===== src/rtl/seg_scan_pkg.sv =====
// Shared definitions for the 7-seg scan bus (also used by the display scanner).
package seg_scan_pkg;

  localparam int NUM_DIGITS = 8;
  localparam int DIGIT_W    = 4;
  localparam int AN_W       = 3;

  typedef logic [DIGIT_W-1:0] digit_t;
  typedef logic [AN_W-1:0]    an_t;

  // One registered bus sample: digit select plus nibble.
  typedef struct packed {
    an_t    an;
    digit_t data;
  } scan_smp_t;

  // One-hot decode of a digit select.
  function automatic logic [NUM_DIGITS-1:0] digit_onehot(input an_t a);
    logic [NUM_DIGITS-1:0] r;
    r    = '0;
    r[a] = 1'b1;
    return r;
  endfunction

endpackage


===== src/rtl/seg_digit_age.sv =====
// Per-digit saturating age counter. stale rises when the digit has gone
// TIMEOUT cycles without a commit and drops on the next commit.
module seg_digit_age #(
  parameter int TIMEOUT = 1024
) (
  input  logic clk,
  input  logic rst,
  input  logic enable,
  input  logic clear,
  output logic stale
);

  localparam int AGE_W = $clog2(TIMEOUT + 1);
  localparam logic [AGE_W-1:0] AGE_MAX = AGE_W'(TIMEOUT);

  logic [AGE_W-1:0] age_q, age_d;
  logic             stale_q, stale_d;

  // Next age/stale: disabled digits idle at zero, clear beats saturation.
  always_comb begin
    age_d   = age_q;
    stale_d = stale_q;
    if (!enable || clear) begin
      age_d   = '0;
      stale_d = 1'b0;
    end else begin
      if (age_q < AGE_MAX) begin
        age_d = age_q + 1'b1;
      end
      stale_d = (age_d == AGE_MAX);
    end
  end

  // Age/stale registers.
  always_ff @(posedge clk) begin
    if (rst) begin
      age_q   <= '0;
      stale_q <= 1'b0;
    end else begin
      age_q   <= age_d;
      stale_q <= stale_d;
    end
  end

  assign stale = stale_q;

endmodule


===== src/rtl/seg_scan_capture.sv =====
// Reader for the time-multiplexed 7-seg scan bus: debounces digit switches,
// keeps the last committed nibble per digit, and flags frames, bad digit
// addresses and digits that stopped being refreshed.
module seg_scan_capture
  import seg_scan_pkg::*;
#(
  parameter int                    STABLE_CYCLES = 4,
  parameter logic [NUM_DIGITS-1:0] DIGIT_MASK    = 8'hF5,
  parameter int                    TIMEOUT       = 1024
) (
  input  logic                          clk,
  input  logic                          rst,
  input  logic [AN_W-1:0]               scan_an,
  input  logic [DIGIT_W-1:0]            scan_data,
  output logic [NUM_DIGITS*DIGIT_W-1:0] digits,
  output logic [NUM_DIGITS-1:0]         valid,
  output logic [NUM_DIGITS-1:0]         stale,
  output logic                          frame_done,
  output logic                          bad_addr
);

  localparam int DWELL_W = $clog2(STABLE_CYCLES + 1);
  localparam logic [DWELL_W-1:0] DWELL_SAT = DWELL_W'(STABLE_CYCLES);

  scan_smp_t                            smp_q, smp_d;
  logic [DWELL_W-1:0]                   dwell_q, dwell_d;
  logic                                 changed;
  logic                                 commit;
  logic [NUM_DIGITS-1:0]                commit_bit;
  logic                                 commit_ok;
  logic                                 commit_bad;
  logic [NUM_DIGITS-1:0]                commit_clr;

  logic [NUM_DIGITS-1:0][DIGIT_W-1:0]   digits_q, digits_d;
  logic [NUM_DIGITS-1:0]                valid_q, valid_d;
  logic [NUM_DIGITS-1:0]                seen_q, seen_d;
  logic                                 frame_q, frame_d;
  logic                                 bad_q, bad_d;

  // Sample/dwell tracking. The commit uses the incoming sample so that a
  // dwell of STABLE_CYCLES=1 still writes the value that just arrived.
  always_comb begin
    smp_d   = {scan_an, scan_data};
    changed = (smp_d != smp_q);
    dwell_d = dwell_q;
    if (changed) begin
      dwell_d = DWELL_W'(1);
    end else if (dwell_q != DWELL_SAT) begin
      dwell_d = dwell_q + 1'b1;
    end
    // Fire only on the edge the dwell reaches saturation, once per dwell.
    commit = (dwell_d == DWELL_SAT) && (changed || (dwell_q != DWELL_SAT));
  end

  // Commit decode against the expected-digit mask.
  always_comb begin
    commit_bit = digit_onehot(smp_d.an);
    commit_ok  = commit && ((commit_bit & DIGIT_MASK) != '0);
    commit_bad = commit && !commit_ok;
    commit_clr = commit_ok ? commit_bit : '0;
  end

  // Digit register file, valid flags and frame tracking.
  always_comb begin
    digits_d = digits_q;
    valid_d  = valid_q;
    seen_d   = seen_q;
    frame_d  = 1'b0;
    bad_d    = commit_bad;
    if (commit_ok) begin
      digits_d[smp_d.an] = smp_d.data;
      valid_d            = valid_q | commit_bit;
      // The completing digit is not carried into the next frame.
      if ((seen_q | commit_bit) == DIGIT_MASK) begin
        frame_d = 1'b1;
        seen_d  = '0;
      end else begin
        seen_d  = seen_q | commit_bit;
      end
    end
  end

  // State registers.
  always_ff @(posedge clk) begin
    if (rst) begin
      smp_q    <= '0;
      dwell_q  <= '0;
      digits_q <= '0;
      valid_q  <= '0;
      seen_q   <= '0;
      frame_q  <= 1'b0;
      bad_q    <= 1'b0;
    end else begin
      smp_q    <= smp_d;
      dwell_q  <= dwell_d;
      digits_q <= digits_d;
      valid_q  <= valid_d;
      seen_q   <= seen_d;
      frame_q  <= frame_d;
      bad_q    <= bad_d;
    end
  end

  // One age tracker per digit; unmasked digits stay idle.
  generate
    for (genvar gi = 0; gi < NUM_DIGITS; gi++) begin : g_age
      seg_digit_age #(
        .TIMEOUT (TIMEOUT)
      ) u_age (
        .clk    (clk),
        .rst    (rst),
        .enable (DIGIT_MASK[gi]),
        .clear  (commit_clr[gi]),
        .stale  (stale[gi])
      );
    end
  endgenerate

  assign digits     = digits_q;
  assign valid      = valid_q;
  assign frame_done = frame_q;
  assign bad_addr   = bad_q;

endmodule


===== config.mk =====
export PLATFORM = sky130hd
export DESIGN_NAME = seg_scan_capture
export DESIGN_NICKNAME = d
export VERILOG_FILES = /design/src/rtl/seg_scan_pkg.sv /design/src/rtl/seg_digit_age.sv /design/src/rtl/seg_scan_capture.sv
export SDC_FILE = /design/constraint.sdc
export NUM_CORES = 1
export LEC_CHECK = 0
export CORE_UTILIZATION = 25
export CTS_CLUSTER_DIAMETER = 60
export CTS_CLUSTER_SIZE = 14
export DETAILED_ROUTE_END_ITERATION = 8
export SYNTH_ARGS = -nofsm -noshare
export SYNTH_HDL_FRONTEND = slang
export SYNTH_SLANG_ARGS = --single-unit
export TNS_END_PERCENT = 5

===== constraint.sdc =====
create_clock -name clk -period 2.5 [get_ports clk]
set_clock_uncertainty 0.05 [all_clocks]
set_input_delay 0.5 -clock clk [delete_from_list [all_inputs] [get_ports clk]]
set_output_delay 0.5 -clock clk [all_outputs]
set_load 0.02 [all_outputs]

; ---- After elaboration in Yosys (flattened, before gate mapping)
; Index checks and enable logic that the tools add are counted.
; W data, S select, Z words.
[word_totals]
out_inout_bits = 50
ff_bits = 132
word_cells = 91
inputBits = 9
[op_classes]
n_lt_le_gt_ge = 8
n_eq_ne = 10
n_bitwise = 3
n_addsub = 7
n_reduce_logical = 14
mux = 22
[op_table]
columns = operator, count
row1 = $mux W11, 12
row2 = $add A11 B1 Y11 const B, 6
row3 = $eq A11 B11 Y1 const B, 6
row4 = $lt A11 B11 Y1 const B, 6
row5 = $bwmux W32, 1
row6 = $mux W8, 2
row7 = $or A8 B8 Y8, 2
row8 = $reduce_or A2 Y1, 7
row9 = $demux W4 S3, 1
row10 = $eq A8 B8 Y1 const B, 1
row11 = $reduce_bool A8 Y1, 1
row12 = $ne A7 B7 Y1, 1
row13 = $mux W3, 2
row14 = $logic_and A1 B1 Y1, 4
row15 = $lt A3 B4 Y1 const B, 1
row16 = $mux W4, 1
row17 = $add A3 B1 Y3 const B, 1
row18 = $demux W1 S3, 1
row19 = $eq A3 B3 Y1 const B, 1
row20 = $ge A3 B1 Y1 const B, 1
row21 = $ne A3 B3 Y1 const B, 1
row22 = $mux W1, 2
row23 = $logic_not A1 Y1, 1
row24 = $logic_or A1 B1 Y1, 1
row25 = $not A1 Y1, 1

; ---- Logic depth before layout (Yosys ltp)
; Gate-level depths: netlist of the first run.
[depth]
depth_word = 9
ltp_mapped = 8

; ---- Cells and area by module
; Synthesis of the first run repeated with hierarchy kept, for this count alone.
[hier_totals]
hier_cells = 769
hier_area_um2 = 7457.2
[by_module_without_submodules]
columns = module, cells_per_inst, seq_area_each_um2, instances, area_each_um2
row1 = seg_digit_age, 67, 240.2, 8, 621.8
row2 = seg_scan_capture, 233, 1201.2, 1, 2482.4

; ---- Least setup slack after synthesis of the first run
; Ideal clock, no wire load.
[synth_timing]
path_type = input port to flip-flop
startpoint = in scan_an[0]
endpoint = reg g_age[6].u_age.age_q[0]
stages = 6
n_path_buf = 2
slack_ns = 0.646
arrival_ns = 1.687
cell_sequence = buf_4 xnor2_2 nand4_2 o41ai_2 buf_2 nor2_1
[synth_via]
elab_chain_cells = 8
[synth_rtl]
columns = item, line
row1 = from (decl), seg_scan_capture.sv:13  ; input logic [AN_W-1:0] scan_an,
row2 = $lt A3 B4 Y1 (implied by the code) or $ge A3 B1 Y1 (tied branches), seg_scan_pkg.sv:21  ; r[a] = 1'b1;
row3 = $logic_and A1 B1 Y1 (implied by the code), seg_scan_pkg.sv:21
row4 = $mux W1 (implied by the code), seg_scan_pkg.sv:21
row5 = $demux W1 S3, seg_scan_pkg.sv:21
row6 = $reduce_bool A8 Y1, seg_scan_capture.sv:58  ; commit_ok = commit && ((commit_bit & DIGIT_MASK) != '0);
row7 = $logic_and A1 B1 Y1, seg_scan_capture.sv:58
row8 = $mux W8 (*), seg_scan_capture.sv:60  ; commit_clr = commit_ok ? commit_bit : '0;
row9 = $reduce_or A2 Y1 (no line) (*), -
row10 = to (signal assigned), seg_digit_age.sv:40  ; age_q <= age_d;
row11 = to (decl), seg_digit_age.sv:16  ; logic [AGE_W-1:0] age_q, age_d;
; Every way passes the cells marked *; elsewhere a longest branch is shown, timed or not.
; A chain may end at the register's enable or synchronous reset.

; ---- Worst setup path after layout of the first run
[layout_timing]
startpoint = reg dwell_q[0]
endpoint = reg digits_q (netlist bit digits[11])
[layout_via]
elab_chain_cells = 6
[layout_rtl]
columns = item, line
row1 = from (decl), seg_scan_capture.sv:26  ; logic [DWELL_W-1:0] dwell_q, dwell_d;
row2 = from (signal assigned), seg_scan_capture.sv:95  ; dwell_q <= dwell_d;
row3 = $add A3 B1 Y3 or $ne A3 B3 Y1 (tied branches), "seg_scan_capture.sv:49, seg_scan_capture.sv:48, seg_scan_capture.sv:52"
row4 = $mux W3, seg_scan_capture.sv:48  ; end else if (dwell_q != DWELL_SAT) begin
row5 = $mux W3, seg_scan_capture.sv:46  ; if (changed) begin
row6 = $eq A3 B3 Y1, seg_scan_capture.sv:52  ; commit = (dwell_d == DWELL_SAT) && (changed || (dwell_q != DWELL_SAT));
row7 = $logic_and A1 B1 Y1 (*), seg_scan_capture.sv:52
row8 = $logic_and A1 B1 Y1 (*), seg_scan_capture.sv:58
row9 = to (signal assigned), seg_scan_capture.sv:96  ; digits_q <= digits_d;
row10 = to (decl), seg_scan_capture.sv:34  ; logic [NUM_DIGITS-1:0][DIGIT_W-1:0] digits_q, digits_d;
; Marks and branches as above.

==> results of run 1 <==
[layer usage]
| layer | wire length [µm] | track usage | share of wire |
|---|---|---|---|
| met5 | 0 | 0 | 0 |
| met4 | 165 | 0.0420 | 0.013 |
| met3 | 566 | 0.0332 | 0.044 |
| met2 | 5950 | 0.184 | 0.46 |
| met1 | 6320 | 0.147 | 0.49 |
[sequential cells by signal, summed over array words and instances (netlist names)]
register,count
digits,32
seen_q,8
dwell_q,3
valid,8
g_age.u_age.age_q,66
frame_done,1
bad_addr,1
g_age.u_age.stale,6
smp_q,7
[where the power goes]
group	switching, W	internal (W)	total [W]
Sequential	0.0000417	0.00214	0.00218
Clock	0.000974	0.00153	0.00251
Combinational	0.000160	0.000135	0.000295
[kinds of logic after synthesis]
logic type / Yosys count / synth area share
buffers and inverters: 54 / 0.0455
AOI/OAI and AO/OA: 70 / 0.0813
xor gates and xnor gates: 67 / 0.0996
and+or+nand+nor: 301 / 0.275
adders and majority gates: 8 / 0.0168
other: 1 / 0.000628
DFF: 132 / 0.443
muxes: 23 / 0.0388
[stage by stage]
stage,std cells,hold WS [ps]
detailed placement,1027,391
global route,1059,420
global placement,1027,392
finish,1059,399
CTS,1059,401
floorplan,657,381
[placed cells by master (no fill, tap or decap), drive strengths merged, types with 14 or more instances in the layout]
master and instances:
nor3 17, xnor2 45, mux2i 22, inv 23, dfxtp 132, buf 31, nand3 37, nor2 114
clkbuf 19, nand4 16, nand2 25, nor2b 30, o21ai 14, a21oi 16, clkdlybuf4s50 56, xor2 22
[synthesized netlist by cell type (2+ instances only)]
cell / n
o41ai_2: 2
o21bai_1: 2
nand4b_1: 9
nor2_1: 112
nand4_1: 10
nand3b_1: 5
and4_1: 2
nor3_1: 15
nand2b_1: 2
and4b_1: 3
clkbuf_1: 9
nand2_1: 25
o32ai_1: 4
nor2_2: 2
a41o_1: 4
or3_1: 4
o21ai_0: 13
dfxtp_1: 132
nor3b_1: 2
xor2_1: 22
nand3_1: 37
xnor2_1: 44
nor2b_1: 30
buf_1: 2
buf_6: 2
and2_1: 5
a21boi_0: 3
o22ai_1: 2
ha_1: 8
buf_4: 10
buf_2: 13
and3_1: 8
inv_1: 18
o221ai_1: 2
mux2i_1: 22
a21oi_1: 16
nor4b_2: 2
a31oi_1: 6
nor4b_1: 6
nor4_1: 6
o21a_1: 8
nand4_2: 6
[final timing paths]
kind	cells past startpoint	start	endpoint	slack, ps
max	7	dwell_q[0]$_SDFF_PP0_	digits[11]$_SDFFE_PP0P_	310
min reg2reg	2	valid[5]$_SDFFE_PP0N_	valid[5]$_SDFFE_PP0N_	400
min	2	valid[5]$_SDFFE_PP0N_	valid[5]$_SDFFE_PP0N_	400
max reg2reg	7	dwell_q[0]$_SDFF_PP0_	digits[11]$_SDFFE_PP0P_	310
[critical path: cells and delay by family, from the launching register on]
family	cells	cell delay [ps]
flip-flops	1	380
buffers and inverters	1	60
AO/OA/AOI/OAI	2	560
AND/OR/NAND/NOR	3	790
adder cells (fa/ha/maj)	1	220
[cell type report]
cell class                      count  area share
Inverter                           18     0.00891
Clock buffer                       19      0.0597
Timing Repair Buffer               87       0.108
Multi-Input combinational cell    471       0.403
Clock inverter                     13      0.0190
Tap cell                          319      0.0526
Sequential cell                   132       0.348
==> out/results.ini, run 1 <==
[clocking]
clockBufferDepth=2
postCtsSetupBuffers=0
tritoncts=built
htree_num_levels=4
cts_resized=0
cts.sinks=132
numCtsBuffers=17
insertion_delay_ps=420
cts_hold_buf=0
root_buffer=clkbuf_16
clk_pin_slew_ps=60

[status]
status=completed

[synthesis]
yosysTopAreaCell=dfxtp_1
synth_cells=656
avgSynthCellArea_um2=9.10
synth-edff-count=0
yosysTopAreaCellShare=0.443
async_flop_share=0
yosysUniqueCellTypes=63
yosysSeqAreaShare=0.443
synth_seq_cells=132
ys.flop_type=dfxtp_1
synth_area_mm2=0.00597
yosysWarnings=0
synth_area_leaders=dfxtp_1 (44%), nor2_1 (7.0%), xnor2_1 (6.5%), mux2i_1 (3.7%), xor2_1 (3.2%)

[floorplanning]
die_w_um=157
initial_core_util=0.254
rows=56
io-pin-count=59
dieArea_mm2=0.0245
die_h_um=157
core_mm2=0.0235

[finish]
layout.nets=744
regArea_mm2=0.00264
n_fill_cell=2427
areaGrowthSynthToFinish_pct=27.0
layout-drive-gt1-share=0.116
final_area_mm2=0.00758
antenna_cells=0
fin_util=0.323
multiInputGateArea_mm2=0.00306

[timing]
rsz0062_at_grt=false
min_period_ps=2190
worst_pin_slew_ps=527
setup_tns_ps=0
fmax_mhz=456
finalHoldViolations=0
setup_viol=0
finalCritPeriodShare=0.877
report.final.slew_viol_count=0
slew_headroom=0.645
fin_ws_ps=308

[placed_design]
place_congestion=0.792
placed_area_mm2=0.00699
place_ws_ps=-6.30
io_buffers=56
place_hpwl_um=9310

[drt]
drc_errors=0
firstDrtPassIters=4
viasPerCell=4.34
final_antenna_net_count=0
drtIter0Drc=214
wirelength_um=13000
avgRoutedWirePerCell_um=12.3
via_count=4593

[global_routing]
grt_max_degree=42
grt_pass1_wl_um=22000
grtUsageTotal=0.115
antenna_found_initial=0
overflow=0
grt_pass1_vias=4378

[critical_path]
worst-setup-path-type=reg -> reg
slowest_stage=o21a_1
end_kind=flop
path_cells=inv_1 > ha_1 > nor3b_1 > o21a_1 > nand4_1 > nand3_1 > o21ai_0
max_stage_delay_ps=480
crit_path_start_kind=flop
cp.required_ps=2740
worstPathMaxFanout=11
cp.arrival_ps=2440

[power]
total_power_w=0.00498
power.density_mw_per_mm2=657
ir_drop_uv=415
power_leakage_nw=2.87

[run]
maxCapViolCount=0

[worst_hold_path]
hold_class=reg -> reg

(Power assumes the default switching activity.)
==> run 2, diff against run 1 <==
--- a/config.mk
+++ b/config.mk
@@ -5,8 +5,9 @@
 export SDC_FILE = /design/constraint.sdc
 export NUM_CORES = 1
 export LEC_CHECK = 0
+export ABC_AREA = 0
+export ABC_CLOCK_PERIOD_IN_PS = 2500
 export CORE_UTILIZATION = 25
-export CTS_CLUSTER_DIAMETER = 60
 export CTS_CLUSTER_SIZE = 14
 export DETAILED_ROUTE_END_ITERATION = 8
 export SYNTH_ARGS = -nofsm -noshare
==> results of run 2 <==
The final DEF is identical to that of run 1; final timing and power are the same.
